--- src/rtl/mem_lsu.sv ---
// mem_lsu: memory-stage load/store unit. Turns one decoded memory op into a single
// req/ack bus transaction. It steers byte/halfword lanes, generates write strobes and
// sign/zero-extends load data. The pipeline stays stalled until the access completes.
// Optional feature: define LSU_MISALIGN_TRAP_EN to trap misaligned half/word accesses
// instead of performing them aligned down.
module mem_lsu #(
    parameter int unsigned TIMEOUT = 255
) (
    input  logic        clk,
    input  logic        rst,
    input  logic        valid_i,
    input  logic        mem_re_i,
    input  logic        mem_we_i,
    input  logic [2:0]  funct3_i,
    input  logic [31:0] addr_i,
    input  logic [31:0] wdata_i,
    output logic        stall_o,
    output logic [31:0] rdo_o,
    output logic        err_o,
    output logic        bus_req_o,
    output logic        bus_we_o,
    output logic [31:0] bus_addr_o,
    output logic [3:0]  bus_wstrb_o,
    output logic [31:0] bus_wdata_o,
`ifdef LSU_MISALIGN_TRAP_EN
    output logic        misalign_o,
`endif
    input  logic        bus_ack_i,
    input  logic [31:0] bus_rdata_i
);

    // Last REQ cycle index before the access is abandoned.
    localparam logic [7:0] CntLast = 8'(TIMEOUT - 1);

    typedef enum logic [1:0] {StIdle, StReq, StDone} state_t;

    state_t      state, state_next;
    logic [7:0]  cnt;
    logic [1:0]  lane;
    logic [2:0]  size_code;
    logic        start;
    logic        misaligned;
    logic        timed_out;
    logic [3:0]  st_wstrb;
    logic [31:0] st_wdata;
    logic [7:0]  ld_byte;
    logic [15:0] ld_half;
    logic [31:0] ld_data;

    assign start     = valid_i & (mem_re_i | mem_we_i);
    assign timed_out = (cnt == CntLast);
    // Gated by reset so the pipeline is released immediately while reset is held.
    assign stall_o   = rst & (((state == StIdle) & start) | (state == StReq));

`ifdef LSU_MISALIGN_TRAP_EN
    // Halfwords must be 2-byte aligned; words (and unlisted codes) 4-byte aligned.
    always_comb begin
        misaligned = 1'b0;
        case (funct3_i)
            3'b000, 3'b100: misaligned = 1'b0;
            3'b001, 3'b101: misaligned = addr_i[0];
            default:        misaligned = |addr_i[1:0];
        endcase
    end
`else
    assign misaligned = 1'b0;
`endif

    // Store lane steering: replicate data across lanes, strobe selects the live bytes.
    always_comb begin
        st_wstrb = 4'b1111;
        st_wdata = wdata_i;
        case (funct3_i)
            3'b000, 3'b100: begin
                st_wstrb = 4'b0001 << addr_i[1:0];
                st_wdata = {4{wdata_i[7:0]}};
            end
            3'b001, 3'b101: begin
                st_wstrb = 4'b0011 << {addr_i[1], 1'b0};
                st_wdata = {2{wdata_i[15:0]}};
            end
            default: ;
        endcase
    end

    // Load formatting: pick the lane from the latched offset, then extend.
    always_comb begin
        ld_byte = bus_rdata_i[{lane, 3'b000} +: 8];
        ld_half = lane[1] ? bus_rdata_i[31:16] : bus_rdata_i[15:0];
        case (size_code)
            3'b000:  ld_data = {{24{ld_byte[7]}}, ld_byte};
            3'b100:  ld_data = {24'b0, ld_byte};
            3'b001:  ld_data = {{16{ld_half[15]}}, ld_half};
            3'b101:  ld_data = {16'b0, ld_half};
            default: ld_data = bus_rdata_i;
        endcase
    end

    // State register.
    always_ff @(posedge clk or negedge rst) begin
        if (!rst) begin
            state <= StIdle;
        end else begin
            state <= state_next;
        end
    end

    // Next-state logic.
    always_comb begin
        state_next = state;
        case (state)
            StIdle: begin
                if (start) begin
                    state_next = misaligned ? StDone : StReq;
                end
            end
            StReq: begin
                if (bus_ack_i || timed_out) begin
                    state_next = StDone;
                end
            end
            StDone:  state_next = StIdle;
            default: state_next = StIdle;
        endcase
    end

    // Request latch, timeout counter and registered result/pulse outputs.
    always_ff @(posedge clk or negedge rst) begin
        if (!rst) begin
            cnt         <= '0;
            lane        <= '0;
            size_code   <= '0;
            rdo_o       <= '0;
            err_o       <= 1'b0;
            bus_req_o   <= 1'b0;
            bus_we_o    <= 1'b0;
            bus_addr_o  <= '0;
            bus_wstrb_o <= '0;
            bus_wdata_o <= '0;
`ifdef LSU_MISALIGN_TRAP_EN
            misalign_o  <= 1'b0;
`endif
        end else begin
            err_o <= 1'b0;
`ifdef LSU_MISALIGN_TRAP_EN
            misalign_o <= 1'b0;
`endif
            case (state)
                StIdle: begin
                    if (start) begin
                        if (misaligned) begin
                            rdo_o <= '0;
`ifdef LSU_MISALIGN_TRAP_EN
                            misalign_o <= 1'b1;
`endif
                        end else begin
                            cnt         <= '0;
                            lane        <= addr_i[1:0];
                            size_code   <= funct3_i;
                            bus_req_o   <= 1'b1;
                            bus_we_o    <= mem_we_i;
                            bus_addr_o  <= {addr_i[31:2], 2'b00};
                            bus_wstrb_o <= mem_we_i ? st_wstrb : 4'b0000;
                            bus_wdata_o <= st_wdata;
                        end
                    end
                end
                StReq: begin
                    if (bus_ack_i) begin
                        bus_req_o <= 1'b0;
                        rdo_o     <= bus_we_o ? 32'b0 : ld_data;
                    end else if (timed_out) begin
                        bus_req_o <= 1'b0;
                        rdo_o     <= '0;
                        err_o     <= 1'b1;
                    end else begin
                        cnt <= cnt + 8'd1;
                    end
                end
                default: ;
            endcase
        end
    end

endmodule

--- config.mk ---
export PLATFORM = sky130hd
export DESIGN_NAME = mem_lsu
export DESIGN_NICKNAME = d
export VERILOG_FILES = /design/src/rtl/mem_lsu.sv
export SDC_FILE = /design/constraint.sdc
export NUM_CORES = 1
export LEC_CHECK = 0
export BUFFER_PORTS_ARGS = -buffer_cell sky130_fd_sc_hd__buf_2
export CORE_ASPECT_RATIO = 1.25
export CORE_MARGIN = 1.5
export CORE_UTILIZATION = 35
export DETAILED_ROUTE_END_ITERATION = 16
export GPL_ROUTABILITY_DRIVEN = 0
export PLACE_DENSITY = 0.65
export REMOVE_ABC_BUFFERS = 1
export SYNTH_ARGS = -nofsm -noshare
export SYNTH_HDL_FRONTEND = slang
export SYNTH_SLANG_ARGS = --single-unit
--- constraint.sdc ---
create_clock -name clk -period 2 [get_ports clk]
set_clock_uncertainty 0.1 [all_clocks]
set_input_delay 0.2 -clock clk [delete_from_list [all_inputs] [get_ports clk]]
set_output_delay 0.2 -clock clk [all_outputs]
set_load 0.02 [all_outputs]
==> flow_summary.html, run 1 <==
<table>
<tr><th>Metric</th><th>Value</th></tr>
<tr><th colspan="2">Status</th></tr>
<tr><td>Run status</td><td>finished clean</td></tr>
<tr><th colspan="2">STA</th></tr>
<tr><td>Fin crit period</td><td>1.882 ns</td></tr>
<tr><td>Final count of negative-setup-slack endpoints</td><td>0</td></tr>
<tr><td>WHS</td><td>0.009986 ns</td></tr>
<tr><td>Setup WS post-layout</td><td>0.1183 ns</td></tr>
<tr><td>Max Transition Viols Final</td><td>0</td></tr>
<tr><td>Actual slew at the worst max-slew pin</td><td>0.6818 ns</td></tr>
<tr><td>Count of endpoints failing hold in the final timing report</td><td>0</td></tr>
<tr><td>Fmax</td><td>0.5314 GHz</td></tr>
<tr><td>Final period util</td><td>94.09%</td></tr>
<tr><td>Setup repair after global routing missed its margin</td><td>no</td></tr>
<tr><td>Normalized max-slew margin</td><td>54.55%</td></tr>
<tr><th colspan="2">Route</th></tr>
<tr><td>Drt wl/cell</td><td>14.57 um</td></tr>
<tr><td>Drt drc</td><td>0</td></tr>
<tr><td>Detailed route wirelength on metal3</td><td>790 um</td></tr>
<tr><td>Detailed Route Iter0 Violations</td><td>315</td></tr>
<tr><td>Routed WL</td><td>15110 um</td></tr>
<tr><td>Met2 wire length</td><td>7431 um</td></tr>
<tr><td>Total iterations of the first detailed-routing run</td><td>5</td></tr>
<tr><td>Top layer reached by signal wires</td><td>met4</td></tr>
<tr><td>Residual antenna-violating net count after detailed routing</td><td>0</td></tr>
<tr><td>Met1 layer wirelength in the final routing</td><td>6570 um</td></tr>
<tr><td>Post-detailed-route via-to-cell ratio</td><td>4.849</td></tr>
<tr><td>Overall via count from detail_route</td><td>5028</td></tr>
<tr><th colspan="2">Setup path</th></tr>
<tr><td>Reg-to-reg endpoint</td><td>cnt[5]$_DFFE_PN0P_</td></tr>
<tr><td>Critical Path End Type</td><td>output pin</td></tr>
<tr><td>Max incr delay on CP</td><td>0.52 ns</td></tr>
<tr><td>Startpoint of the lowest-slack register-to-register path</td><td>cnt[0]$_DFFE_PN0P_</td></tr>
<tr><td>Category of the most critical setup path</td><td>input port to output pin</td></tr>
<tr><td>Critical path data required time</td><td>1.70 ns</td></tr>
<tr><td>Cell Chain, Critical Path</td><td>dlygate4sd3_1 -&gt; buf_2 -&gt; o21ai_1 -&gt; nor2b_1 -&gt; nor3b_1 -&gt; buf_2</td></tr>
<tr><td>Data arrival at the endpoint of the critical path</td><td>1.58 ns</td></tr>
<tr><td>Maximum net fanout on the critical path</td><td>6</td></tr>
<tr><td>Worst Reg2Reg Path Length in Cells</td><td>6</td></tr>
<tr><td>Worst Setup Start Kind</td><td>input port</td></tr>
<tr><td>Most repeated library cell on the critical path</td><td>buf_2</td></tr>
<tr><td>Cell with the biggest individual delay on the critical path</td><td>dlygate4sd3_1</td></tr>
<tr><td>Reg2reg setup slack</td><td>0.19 ns</td></tr>
<tr><th colspan="2">Clocking</th></tr>
<tr><td>TritonCTS Buffers</td><td>17</td></tr>
<tr><td>Number of levels in the clock H-tree</td><td>4</td></tr>
<tr><td>Clock root buffer</td><td>clkbuf_16</td></tr>
<tr><td>Clock insertion delay at the later pin of the skew report</td><td>0.40 ns</td></tr>
<tr><td>Number of sinks driven by the clock tree</td><td>116</td></tr>
<tr><td>Clock tree from TritonCTS</td><td>yes</td></tr>
<tr><td>Maximum number of buffers from clock root to sink</td><td>2</td></tr>
<tr><td>Register clock-pin slew on the reported worst setup and hold paths</td><td>0.05 ns</td></tr>
<tr><th colspan="2">Logic synthesis</th></tr>
<tr><td>Post-synthesis cell type with the largest combined area</td><td>dfrtp_1</td></tr>
<tr><td>Post-synth top area share</td><td>54.23%</td></tr>
<tr><td>Count of different cell masters after synthesis</td><td>47</td></tr>
<tr><td>Seq/Total Area, Yosys</td><td>54.23%</td></tr>
<tr><td>Post-Syn Area per Cell</td><td>9.768 sq um</td></tr>
<tr><td>Share of async-settable or async-resettable flops after synthesis</td><td>100.0%</td></tr>
<tr><td>Post-Syn Instances</td><td>548</td></tr>
<tr><td>Synth Cell Area</td><td>5353 sq um</td></tr>
<tr><td>Count of flip-flops with a built-in enable after synthesis</td><td>0</td></tr>
<tr><td>Most used DFF post-synth</td><td>dfrtp_1</td></tr>
<tr><td>#FFs+latches synth</td><td>116</td></tr>
<tr><td>Top cells by area in the synthesized netlist</td><td>dfrtp_1 54%, nand2_1 11%, mux2i_1 5.4%</td></tr>
<tr><td>Count of synthesis-stage warnings from yosys</td><td>0</td></tr>
<tr><th colspan="2">Pwr</th></tr>
<tr><td>Tot Pwr</td><td>10.62 mW</td></tr>
<tr><td>Total power divided by cell area</td><td>1308 nW/um^2</td></tr>
<tr><td>Leakage component of the power</td><td>4.147 nW</td></tr>
<tr><td>Max IR drop VDD</td><td>0.6019 mV</td></tr>
<tr><th colspan="2">Flow run</th></tr>
<tr><td>Max-cap viol count</td><td>0</td></tr>
<tr><th colspan="2">Hold path</th></tr>
<tr><td>Terminating pin of the worst hold path</td><td>rdo_o[3]$_DFFE_PN0P_</td></tr>
<tr><td>Start point of the worst min-delay path</td><td>bus_rdata_i[3]</td></tr>
<tr><td>Path category of the worst min-delay check</td><td>input port to flip-flop</td></tr>
<tr><td>Cell depth of the worst min-delay path</td><td>3</td></tr>
<tr><th colspan="2">Placement</th></tr>
<tr><td>DPL Wire Length</td><td>9656 um</td></tr>
<tr><td>Buffers added on ports</td><td>206</td></tr>
<tr><td>Placed inst area</td><td>6669 sq um</td></tr>
<tr><td>Pre-CTS setup slack</td><td>-0.03650 ns</td></tr>
<tr><th colspan="2">Global routing</th></tr>
<tr><td>Total gr overflow</td><td>0</td></tr>
<tr><td>First-pass GRT wire length</td><td>24080 um</td></tr>
<tr><td>Via count of the first global-routing pass</td><td>4867</td></tr>
<tr><td>Antenna violations before repair</td><td>0</td></tr>
<tr><td>Largest net degree at the start of global routing</td><td>117</td></tr>
<tr><td>Total GRT Usage</td><td>18.97%</td></tr>
<tr><th colspan="2">Floorplan</th></tr>
<tr><td>Starting density of the core</td><td>35.80%</td></tr>
<tr><td>Top Ports</td><td>209</td></tr>
<tr><td>Die span in x</td><td>113.6 um</td></tr>
<tr><td>DIE AREA</td><td>16050 sq um</td></tr>
<tr><td>Height of the die</td><td>141.3 um</td></tr>
<tr><td>Rows</td><td>50</td></tr>
<tr><td>Standard cell core area</td><td>14950 sq um</td></tr>
<tr><th colspan="2">Final layout</th></tr>
<tr><td>Proportion of layout cells with a drive suffix above 1</td><td>32.87%</td></tr>
<tr><td>Final Util</td><td>54.28%</td></tr>
<tr><td>Relative area change from synthesis to final layout</td><td>51.64%</td></tr>
<tr><td>Post-route cell area</td><td>8117 sq um</td></tr>
<tr><td>Final Net Count</td><td>949</td></tr>
<tr><td>Antenna fix cells</td><td>0</td></tr>
</table>
==> Yosys cell counts, types with 3 or more instances <==
cell type,instances
nand2_1,162
mux2i_1,29
a32o_1,8
o211ai_1,3
a221o_1,16
o2bb2ai_1,5
nor2b_1,6
nand3_1,7
buf_1,9
o31ai_1,5
nand2b_1,19
clkbuf_1,19
nor2_1,18
o21ai_0,44
buf_2,7
a21oi_1,20
mux2_2,11
a22o_1,3
inv_1,6
dfrtp_1,116
==> registers in the layout (all words and copies together), names as in the netlist, 2 cells and up <==
register and cells:
bus_wstrb_o 4, bus_wdata_o 32, rdo_o 32, lane 2, size_code 3, state 2, cnt 8, bus_addr_o 30
==> cells in the final DEF (no fill, tap or decap), types with 8 or more instances in the layout <==
master and instances:
a221o_1 16, a32o_1 8, o21ai_0 44, buf_2 205, a21oi_1 20, dfrtp_1 116, nor2_1 18, buf_4 19
dlygate4sd3_1 84, mux2_2 11, nand2b_1 19, clkbuf_16 17, mux2i_1 29, nand2_1 162
==> cell type report <==
class / count / area [sq um]
multi-input cells: 388 / 2271
flip-flops and latches: 116 / 2903
well taps: 182 / 227.7
fillers: 1298 / 6835
clock buffers: 17 / 425.4
repair buffers: 313 / 2110
inverters: 6 / 22.52
clock inverters: 15 / 157.7
==> worst max path at each step <==
stage	slack (ns)	startpoint	endpoint
floorplan	-1.27	state[0]$_DFFE_PN0P_	lane[1]$_DFFE_PN0P_
global placement	-0.004	size_code[0]$_DFFE_PN0P_	rdo_o[21]$_DFFE_PN0P_
detailed placement	-0.04	size_code[0]$_DFFE_PN0P_	rdo_o[27]$_DFFE_PN0P_
CTS	0.10	cnt[0]$_DFFE_PN0P_	cnt[5]$_DFFE_PN0P_
global route	0.03	cnt[0]$_DFFE_PN0P_	cnt[5]$_DFFE_PN0P_
finish	0.12	mem_we_i	stall_o
==> cells by family (layout without fill, tap and decap cells) <==
group                    count (synthesis)  after routing  share of synthesized area, %
multiplexers                            41             41                         8.018
buffers and inverters                   45            351                         3.740
AND/OR/NAND/NOR                        225            225                         18.02
adder cells (fa/ha/maj)                  2              2                        0.4674
XOR/XNOR                                 1              1                        0.1637
other                                    1              2                       0.07006
AO/OA/AOI/OAI                          117            117                         15.29
flip-flops                             116            116                         54.23
==> worst max-delay path, delay by kind of cell <==
| kind | cells | cell delay, ns |
|---|---|---|
| buffers and inverters | 3 | 0.91 |
| and+or+nand+nor | 2 | 0.33 |
| AOI/OAI and AO/OA | 1 | 0.15 |
==> routing by layer <==
| layer | global-route usage [%] | vias up |
|---|---|---|
| met5 | 0 | - |
| met4 | 7.434 | 0 |
| met3 | 4.144 | 23 |
| met2 | 31.90 | 170 |
| met1 | 23.77 | 2352 |
| li1 | - | 2483 |
==> per-stage QoR <==
stage | cells | setup TNS, ns
final | 1037 | 0
after global placement | 920 | -0.01650
after floorplan | 510 | -86.11
after global routing | 1037 | 0
after detailed placement | 920 | -0.4291
after CTS | 1037 | 0
==> power breakdown <==
part           internal (mW)  switching [mW]  total, mW
combinational           1.57            2.39       3.96
clock                   1.84            1.14       2.98
sequential              3.18           0.486       3.67
total                   6.59            4.03       10.6
==> timing repair <==
item	CTS	global route
hold endpoints to repair	199	0
setup buffers	1	0
pin swaps	1	0
hold buffers	84	0
endpoints found under the setup margin	16	2
resized for setup	0	1
No activity file was read; power rests on OpenSTA's default activity.
==> inputs of run 2 (changes only) <==
--- a/config.mk
+++ b/config.mk
@@ -11,6 +11,7 @@
 export CORE_UTILIZATION = 35
 export DETAILED_ROUTE_END_ITERATION = 16
 export GPL_ROUTABILITY_DRIVEN = 0
+export GPL_TIMING_DRIVEN = 0
 export PLACE_DENSITY = 0.65
 export REMOVE_ABC_BUFFERS = 1
 export SYNTH_ARGS = -nofsm -noshare
==> flow_summary.html, run 2 (synthesis gave the netlist of run 1 again) <==
<table>
<tr><th>Metric</th><th>Value</th></tr>
<tr><th colspan="2">Final layout</th></tr>
<tr><td>Relative area change from synthesis to final layout</td><td>52.31%</td></tr>
<tr><td>Largest registers</td><td>bus_wdata_o: 32 flops, rdo_o: 32 flops, bus_addr_o: 30 flops</td></tr>
<tr><td>Final Net Count</td><td>940 (-0.95%)</td></tr>
<tr><td>Final Util</td><td>54.53% (+0.24 points)</td></tr>
<tr><td>Post-route cell area</td><td>8153 sq um (+0.45%)</td></tr>
<tr><td>Antenna fix cells</td><td>0 (unchanged)</td></tr>
<tr><td>Area of combinational cells with multiple inputs</td><td>2349 sq um (+3.4%)</td></tr>
<tr><td>Fill cell total of the finished layout</td><td>1321 (+1.8%)</td></tr>
<tr><td>Proportion of layout cells with a drive suffix above 1</td><td>32.58% (-0.28 points)</td></tr>
<tr><td>Commonest non-fill, non-tap cell in the layout</td><td>buf_2</td></tr>
<tr><td>Top library cells by usage in the layout, fill and taps aside</td><td>205 x buf_2, 162 x nand2_1, 114 x dfrtp_1</td></tr>
<tr><td>Sequential cell area</td><td>2910 sq um (+0.26%)</td></tr>
<tr><th colspan="2">STA</th></tr>
<tr><td>Final period util</td><td>97.84% (+3.8 points)</td></tr>
<tr><td>Actual slew at the worst max-slew pin</td><td>0.9788 ns (+0.2970 ns)</td></tr>
<tr><td>Fmax</td><td>0.5111 GHz (-3.8%)</td></tr>
<tr><td>Final count of negative-setup-slack endpoints</td><td>0 (unchanged)</td></tr>
<tr><td>Fin crit period</td><td>1.957 ns (+0.07503 ns)</td></tr>
<tr><td>Count of endpoints failing hold in the final timing report</td><td>53 (+53)</td></tr>
<tr><td>Post-Route Setup TNS</td><td>0 ns (unchanged)</td></tr>
<tr><td>WHS</td><td>-0.3665 ns (-0.3765 ns)</td></tr>
<tr><td>Max Transition Viols Final</td><td>0 (unchanged)</td></tr>
<tr><td>Setup repair after global routing missed its margin</td><td>yes</td></tr>
<tr><td>Normalized max-slew margin</td><td>34.51% (-20 points)</td></tr>
<tr><td>Setup WS post-layout</td><td>0.04326 ns (-0.07503 ns)</td></tr>
<tr><th colspan="2">Clocking</th></tr>
<tr><td>Clock root buffer</td><td>clkbuf_16</td></tr>
<tr><td>Number of buffers inserted for hold repair after clock tree synthesis</td><td>84 (unchanged)</td></tr>
<tr><td>Number of sinks driven by the clock tree</td><td>116 (unchanged)</td></tr>
<tr><td>Clock insertion delay at the later pin of the skew report</td><td>0.41 ns (about the same)</td></tr>
<tr><td>Clock tree from TritonCTS</td><td>yes</td></tr>
<tr><td>Maximum number of buffers from clock root to sink</td><td>2 (unchanged)</td></tr>
<tr><td>Number of levels in the clock H-tree</td><td>4 (unchanged)</td></tr>
<tr><td>Register clock-pin slew on the reported worst setup and hold paths</td><td>0.05 ns (about the same)</td></tr>
<tr><td>TritonCTS Buffers</td><td>17 (unchanged)</td></tr>
<tr><th colspan="2">Placement</th></tr>
<tr><td>Pre-CTS setup slack</td><td>-0.6847 ns (-0.6482 ns)</td></tr>
<tr><td>DPL Wire Length</td><td>9976 um (+3.3%)</td></tr>
<tr><td>Placed inst area</td><td>6558 sq um (-1.7%)</td></tr>
<tr><td>Buffers added on ports</td><td>206 (unchanged)</td></tr>
<tr><th colspan="2">Floorplan</th></tr>
<tr><td>Die span in x</td><td>113.6 um (unchanged)</td></tr>
<tr><td>Standard cell core area</td><td>14950 sq um (unchanged)</td></tr>
<tr><td>DIE AREA</td><td>16050 sq um (unchanged)</td></tr>
<tr><td>Rows</td><td>50 (unchanged)</td></tr>
<tr><td>Starting density of the core</td><td>35.80% (unchanged)</td></tr>
<tr><td>Top Ports</td><td>209 (unchanged)</td></tr>
<tr><td>Height of the die</td><td>141.3 um (unchanged)</td></tr>
<tr><th colspan="2">Global routing</th></tr>
<tr><td>Total gr overflow</td><td>0 (unchanged)</td></tr>
<tr><td>Largest net degree at the start of global routing</td><td>73 (-38%)</td></tr>
<tr><td>First-pass GRT wire length</td><td>25760 um (+7.0%)</td></tr>
<tr><td>Total GRT Usage</td><td>20.54% (+1.6 points)</td></tr>
<tr><td>Via count of the first global-routing pass</td><td>5043 (+3.6%)</td></tr>
<tr><td>Antenna violations before repair</td><td>0 (unchanged)</td></tr>
<tr><th colspan="2">Setup path</th></tr>
<tr><td>Startpoint of the lowest-slack register-to-register path</td><td>state[0]$_DFFE_PN0P_</td></tr>
<tr><td>Cell Chain, Critical Path</td><td>or3_4 -&gt; buf_16 -&gt; nand2_1 -&gt; mux2_2</td></tr>
<tr><td>Reg-to-reg endpoint</td><td>cnt[1]$_DFFE_PN0P_</td></tr>
<tr><td>Cell with the biggest individual delay on the critical path</td><td>or3_4</td></tr>
<tr><td>Worst Setup Start Kind</td><td>flip-flop</td></tr>
<tr><td>Maximum net fanout on the critical path</td><td>72 (+66)</td></tr>
<tr><td>Category of the most critical setup path</td><td>flip-flop to flip-flop</td></tr>
<tr><td>Number of buffer and inverter stages on the critical path</td><td>1 (-2)</td></tr>
<tr><td>Largest delay contributor family on the critical path</td><td>simple AND/OR/NAND/NOR gates</td></tr>
<tr><td>Critical Path End Type</td><td>flip-flop</td></tr>
<tr><td>Worst Reg2Reg Path Length in Cells</td><td>4 (-2)</td></tr>
<tr><td>Data arrival at the endpoint of the critical path</td><td>2.15 ns (+0.57 ns)</td></tr>
<tr><td>Critical path data required time</td><td>2.19 ns (+0.49 ns)</td></tr>
<tr><td>Max incr delay on CP</td><td>0.59 ns (+0.07 ns)</td></tr>
<tr><td>Reg2reg setup slack</td><td>0.04 ns (-0.15 ns)</td></tr>
<tr><th colspan="2">Pwr</th></tr>
<tr><td>Total power divided by cell area</td><td>1311 nW/um^2 (+0.22%)</td></tr>
<tr><td>Leakage component of the power</td><td>4.142 nW (-0.12%)</td></tr>
<tr><td>Max IR drop VDD</td><td>0.4508 mV (-25%)</td></tr>
<tr><th colspan="2">Status</th></tr>
<tr><td>Violated checks</td><td>negative hold slack</td></tr>
<tr><td>Run status</td><td>finished, violations left</td></tr>
<tr><th colspan="2">Route</th></tr>
<tr><td>Detailed Route Iter0 Violations</td><td>313 (-0.63%)</td></tr>
<tr><td>Post-detailed-route via-to-cell ratio</td><td>4.970 (+2.5%)</td></tr>
<tr><td>Residual antenna-violating net count after detailed routing</td><td>0 (unchanged)</td></tr>
<tr><td>Total iterations of the first detailed-routing run</td><td>4 (-1)</td></tr>
<tr><td>Routed WL</td><td>16080 um (+6.5%)</td></tr>
<tr><td>Drt wl/cell</td><td>15.67 um (+7.6%)</td></tr>
<tr><td>Overall via count from detail_route</td><td>5099 (+1.4%)</td></tr>
<tr><td>Drt drc</td><td>0 (unchanged)</td></tr>
<tr><th colspan="2">Hold path</th></tr>
<tr><td>Path category of the worst min-delay check</td><td>input port to asynchronous set/reset pin</td></tr>
<tr><th colspan="2">Flow run</th></tr>
<tr><td>Max-cap viol count</td><td>0 (unchanged)</td></tr>
</table>
## run 2: cell count changes in the layout (fill, tap and decap cells not counted), sizes merged
cell,before,now
clkbuf,17,28
buf,229,219
clkinvlp,7,1
clkinv,3,0
inv,9,6
bufinv,2,1
o21bai,1,2
## run 2: worst register-to-register path: stages (launching register included)
cell and delay (ns):
dfrtp_1 0.41, or3_4 0.59, buf_16 0.28, nand2_1 0.13, mux2_2 0.33
## run 2: per-stage QoR
| step | instances | power (mW) |
|---|---|---|
| floorplan | 510 | 5.979 |
| global placement | 898 | 7.353 |
| detailed placement | 903 | 7.438 |
| CTS | 1023 | 10.69 |
| global route | 1026 | 11.32 |
| finish | 1026 | 10.69 |
## run 2: area by class of cell
| cell class | instances | share of cell area (%) |
|---|---|---|
| sequential | 116 | 35.70 |
| inverter | 6 | 0.2762 |
| clock buffer | 28 | 6.707 |
| timing repair buffer | 303 | 25.26 |
| multi-input combinational | 389 | 28.81 |
| clock inverter | 2 | 0.4604 |
| tap | 182 | 2.793 |
## run 2: routing by layer
metal	track usage (%)	vias up	routed length [um]
met5	0	-	0
li1	-	2456	-
met4	8.684	0	394
met3	5.382	31	878
met2	34.75	177	8083
met1	24.72	2435	6725
## run 2: how the worst max path moves through the flow
| stage | start | to | cells past startpoint |
|---|---|---|---|
| after floorplan | state[0]$_DFFE_PN0P_ | lane[1]$_DFFE_PN0P_ | 2 |
| after global placement | mem_we_i | lane[1]$_DFFE_PN0P_ | 4 |
| after detailed placement | size_code[1]$_DFFE_PN0P_ | rdo_o[22]$_DFFE_PN0P_ | 4 |
| after CTS | state[1]$_DFFE_PN0P_ | rdo_o[22]$_DFFE_PN0P_ | 4 |
| after global routing | state[0]$_DFFE_PN0P_ | cnt[1]$_DFFE_PN0P_ | 4 |
| final | state[0]$_DFFE_PN0P_ | cnt[1]$_DFFE_PN0P_ | 4 |
## run 2: where the power goes
| group | internal [mW] | switching (mW) |
|---|---|---|
| clock | 1.96 | 1.03 |
| combinational | 1.56 | 2.38 |
| sequential | 3.19 | 0.559 |
## run 2: repair_timing
action,CTS,global route
resized for setup,11,7
pin swaps,3,1
buffers inserted,5,3
hold endpoints to repair,137,53
cloned,1,0
setup endpoints to repair,37,29
==> inputs of run 3 (changes only) <==
--- a/config.mk
+++ b/config.mk
@@ -12,8 +12,9 @@
 export DETAILED_ROUTE_END_ITERATION = 16
 export GPL_ROUTABILITY_DRIVEN = 0
 export GPL_TIMING_DRIVEN = 0
-export PLACE_DENSITY = 0.65
+export PLACE_DENSITY_LB_ADDON = 0.15
 export REMOVE_ABC_BUFFERS = 1
+export SKIP_LAST_GASP = 1
 export SYNTH_ARGS = -nofsm -noshare
 export SYNTH_HDL_FRONTEND = slang
 export SYNTH_SLANG_ARGS = --single-unit
==> flow_summary.html, run 3 (synthesis gave the netlist of run 1 again) <==
<table>
<tr><th>Metric</th><th>Value</th></tr>
<tr><th colspan="2">STA</th></tr>
<tr><td>Fin crit period</td><td>1.964 ns (+0.007400 ns)</td></tr>
<tr><td>Actual slew at the worst max-slew pin</td><td>0.9847 ns (+0.005887 ns)</td></tr>
<tr><td>Final count of negative-setup-slack endpoints</td><td>0 (unchanged)</td></tr>
<tr><td>Setup repair after global routing missed its margin</td><td>yes</td></tr>
<tr><td>Fmax</td><td>0.5091 GHz (-0.38%)</td></tr>
<tr><td>Normalized max-slew margin</td><td>34.11% (-0.39 points)</td></tr>
<tr><td>Final period util</td><td>98.21% (+0.37 points)</td></tr>
<tr><td>Max Transition Viols Final</td><td>0 (unchanged)</td></tr>
<tr><td>Setup WS post-layout</td><td>0.03586 ns (-0.007400 ns)</td></tr>
<tr><td>Count of endpoints failing hold in the final timing report</td><td>0 (-100%)</td></tr>
<tr><th colspan="2">Floorplan</th></tr>
<tr><td>Top Ports</td><td>209 (unchanged)</td></tr>
<tr><td>Height of the die</td><td>141.3 um (unchanged)</td></tr>
<tr><td>Rows</td><td>50 (unchanged)</td></tr>
<tr><td>Standard cell core area</td><td>14950 sq um (unchanged)</td></tr>
<tr><td>Die span in x</td><td>113.6 um (unchanged)</td></tr>
<tr><td>DIE AREA</td><td>16050 sq um (unchanged)</td></tr>
<tr><td>Starting density of the core</td><td>35.80% (unchanged)</td></tr>
<tr><th colspan="2">Route</th></tr>
<tr><td>Total iterations of the first detailed-routing run</td><td>4 (unchanged)</td></tr>
<tr><td>Top layer reached by signal wires</td><td>met4</td></tr>
<tr><td>Met2 wire length</td><td>8150 um (+0.83%)</td></tr>
<tr><td>Overall via count from detail_route</td><td>5115 (+0.31%)</td></tr>
<tr><td>Routed WL</td><td>16220 um (+0.88%)</td></tr>
<tr><td>Post-detailed-route via-to-cell ratio</td><td>4.976 (+0.12%)</td></tr>
<tr><td>Residual antenna-violating net count after detailed routing</td><td>0 (unchanged)</td></tr>
<tr><td>Detailed Route Iter0 Violations</td><td>282 (-9.9%)</td></tr>
<tr><td>Detailed route wirelength on metal3</td><td>1060 um (+21%)</td></tr>
<tr><td>Met1 layer wirelength in the final routing</td><td>6777 um (+0.77%)</td></tr>
<tr><td>Drt wl/cell</td><td>15.78 um (+0.68%)</td></tr>
<tr><td>Drt drc</td><td>0 (unchanged)</td></tr>
<tr><th colspan="2">Final layout</th></tr>
<tr><td>Relative area change from synthesis to final layout</td><td>52.43% (about the same)</td></tr>
<tr><td>Fill cell total of the finished layout</td><td>1326 (+0.38%)</td></tr>
<tr><td>Top library cells by usage in the layout, fill and taps aside</td><td>205 x buf_2, 162 x nand2_1, 114 x dfrtp_1</td></tr>
<tr><td>Largest registers</td><td>bus_wdata_o: 32 flops, rdo_o: 32 flops, bus_addr_o: 30 flops</td></tr>
<tr><td>Proportion of layout cells with a drive suffix above 1</td><td>32.62% (+0.041 points)</td></tr>
<tr><td>Antenna fix cells</td><td>0 (unchanged)</td></tr>
<tr><td>Final Net Count</td><td>940 (unchanged)</td></tr>
<tr><td>Area of combinational cells with multiple inputs</td><td>2330 sq um (-0.80%)</td></tr>
<tr><td>Commonest non-fill, non-tap cell in the layout</td><td>buf_2</td></tr>
<tr><td>Fin cells</td><td>1028 (+0.19%)</td></tr>
<tr><td>Sequential cell area</td><td>2910 sq um (unchanged)</td></tr>
<tr><th colspan="2">Flow run</th></tr>
<tr><td>Max-cap viol count</td><td>0 (unchanged)</td></tr>
<tr><th colspan="2">Pwr</th></tr>
<tr><td>Total power divided by cell area</td><td>1332 nW/um^2 (+1.6%)</td></tr>
<tr><td>Leakage component of the power</td><td>4.136 nW (-0.15%)</td></tr>
<tr><td>Max IR drop VDD</td><td>0.6759 mV (+50%)</td></tr>
<tr><td>Tot Pwr</td><td>10.87 mW (+1.7%)</td></tr>
<tr><th colspan="2">Setup path</th></tr>
<tr><td>Category of the most critical setup path</td><td>flip-flop to flip-flop</td></tr>
<tr><td>Data arrival at the endpoint of the critical path</td><td>2.20 ns (+0.05 ns)</td></tr>
<tr><td>Max incr delay on CP</td><td>0.56 ns (-0.03 ns)</td></tr>
<tr><td>Critical Path End Type</td><td>flip-flop</td></tr>
<tr><td>Maximum net fanout on the critical path</td><td>16 (-78%)</td></tr>
<tr><td>Number of buffer and inverter stages on the critical path</td><td>0 (-1)</td></tr>
<tr><td>Cell Chain, Critical Path</td><td>nor3b_1 -&gt; o21ai_2 -&gt; or4_1 -&gt; a21oi_1</td></tr>
<tr><td>Largest delay contributor family on the critical path</td><td>simple AND/OR/NAND/NOR gates</td></tr>
<tr><td>Critical path data required time</td><td>2.24 ns (+0.05 ns)</td></tr>
<tr><td>Worst Setup Start Kind</td><td>flip-flop</td></tr>
<tr><td>Cell with the biggest individual delay on the critical path</td><td>dfrtp_1</td></tr>
<tr><th colspan="2">Clocking</th></tr>
<tr><td>Register clock-pin slew on the reported worst setup and hold paths</td><td>0.06 ns (about the same)</td></tr>
<tr><td>TritonCTS Buffers</td><td>17 (unchanged)</td></tr>
<tr><td>Number of sinks driven by the clock tree</td><td>116 (unchanged)</td></tr>
<tr><td>Clock root buffer</td><td>clkbuf_16</td></tr>
<tr><td>Number of levels in the clock H-tree</td><td>4 (unchanged)</td></tr>
<tr><td>Maximum number of buffers from clock root to sink</td><td>2 (unchanged)</td></tr>
<tr><td>Clock insertion delay at the later pin of the skew report</td><td>0.41 ns (about the same)</td></tr>
<tr><td>Clock tree from TritonCTS</td><td>yes</td></tr>
<tr><th colspan="2">Global routing</th></tr>
<tr><td>Antenna violations before repair</td><td>0 (unchanged)</td></tr>
<tr><td>Largest net degree at the start of global routing</td><td>82 (+12%)</td></tr>
<tr><td>Via count of the first global-routing pass</td><td>5174 (+2.6%)</td></tr>
<tr><td>Total GRT Usage</td><td>20.26% (-0.28 points)</td></tr>
<tr><td>Total gr overflow</td><td>0 (unchanged)</td></tr>
<tr><td>First-pass GRT wire length</td><td>25760 um (unchanged)</td></tr>
<tr><th colspan="2">Status</th></tr>
<tr><td>Run status</td><td>finished clean</td></tr>
<tr><th colspan="2">Placement</th></tr>
<tr><td>DPL Wire Length</td><td>10170 um (+1.9%)</td></tr>
<tr><td>Pre-CTS setup slack</td><td>-0.7085 ns (-0.02380 ns)</td></tr>
<tr><td>Buffers added on ports</td><td>206 (unchanged)</td></tr>
<tr><td>Cell count after placement</td><td>904 (+0.11%)</td></tr>
<tr><th colspan="2">Hold path</th></tr>
<tr><td>Path category of the worst min-delay check</td><td>input port to flip-flop</td></tr>
</table>
[run 3: cell count changes in the layout (fill, tap and decap cells not counted), sizes merged]
cell         change
bufinv           +3
or3              +1
o21bai           -1
clkbuf          -10
dlygate4sd3      +1
buf              -1
clkinv           +5
clkinvlp         +4
[run 3: repair_timing]
action	4_1_cts	5_1_grt
gates resized for setup	10	6
gates cloned	0	1
endpoints found under the setup margin	37	47
hold buffers	85	0
pin swaps	1	3
setup buffers	3	3
hold endpoints to repair	119	0
[run 3: cell type report]
type / instances / share of cell area [%]
Timing Repair Buffer: 303 / 25.16
Clock inverter: 14 / 2.285
Sequential cell: 116 / 35.67
Tap cell: 182 / 2.791
Clock buffer: 18 / 5.260
Inverter: 6 / 0.2760
Multi-Input combinational cell: 389 / 28.55
[run 3: worst paths after layout]
kind / from / endpoint / slack (ns) / cells after the start
min in group asynchronous: rst / bus_we_o$_DFFE_PN0P_ / 0.16 / 2
max in group asynchronous: rst / bus_wdata_o[21]$_DFFE_PN0P_ / 0.90 / 3
min: wdata_i[21] / bus_wdata_o[21]$_DFFE_PN0P_ / 0.02 / 3
min reg2reg: bus_addr_o[11]$_DFFE_PN0P_ / bus_addr_o[11]$_DFFE_PN0P_ / 0.37 / 2
max reg2reg: state[0]$_DFFE_PN0P_ / cnt[5]$_DFFE_PN0P_ / 0.04 / 4
max: state[0]$_DFFE_PN0P_ / cnt[5]$_DFFE_PN0P_ / 0.04 / 4
[run 3: per-stage QoR]
| step | TNS [ns] | hold WS [ns] | instance area (sq um) | utilization (%) |
|---|---|---|---|---|
| 2_1_floorplan | -86.11 | -0.1956 | 5179 | - |
| 3_3_place_gp | -346.05 | 0.2904 | 6437 | 43.05 |
| 3_5_place_dp | -15.09 | 0.02628 | 6561 | 43.88 |
| 4_1_cts | 0 | 0.009182 | 8094 | 54.13 |
| 5_1_grt | -0.1560 | 0.02421 | 8159 | 54.57 |
| 6_report | 0 | 0.02175 | 8159 | 54.57 |
[run 3: per-layer routing]
metal	GRT usage [%]	vias to the layer above
li1	-	2457
met1	24.03	2461
met2	34.75	179
met5	0	-
met3	6.493	18
met4	6.645	0
[run 3: where the power goes]
group,internal (mW),switching (mW),total (mW)
Clock,2.07,1.11,3.18
Sequential,3.19,0.573,3.77
Combinational,1.55,2.36,3.92
[run 3: tightest hold or removal path, stage by stage]
cell and delay [ns]:
buf_2 0.08, mux2i_1 0.06, o21ai_0 0.15
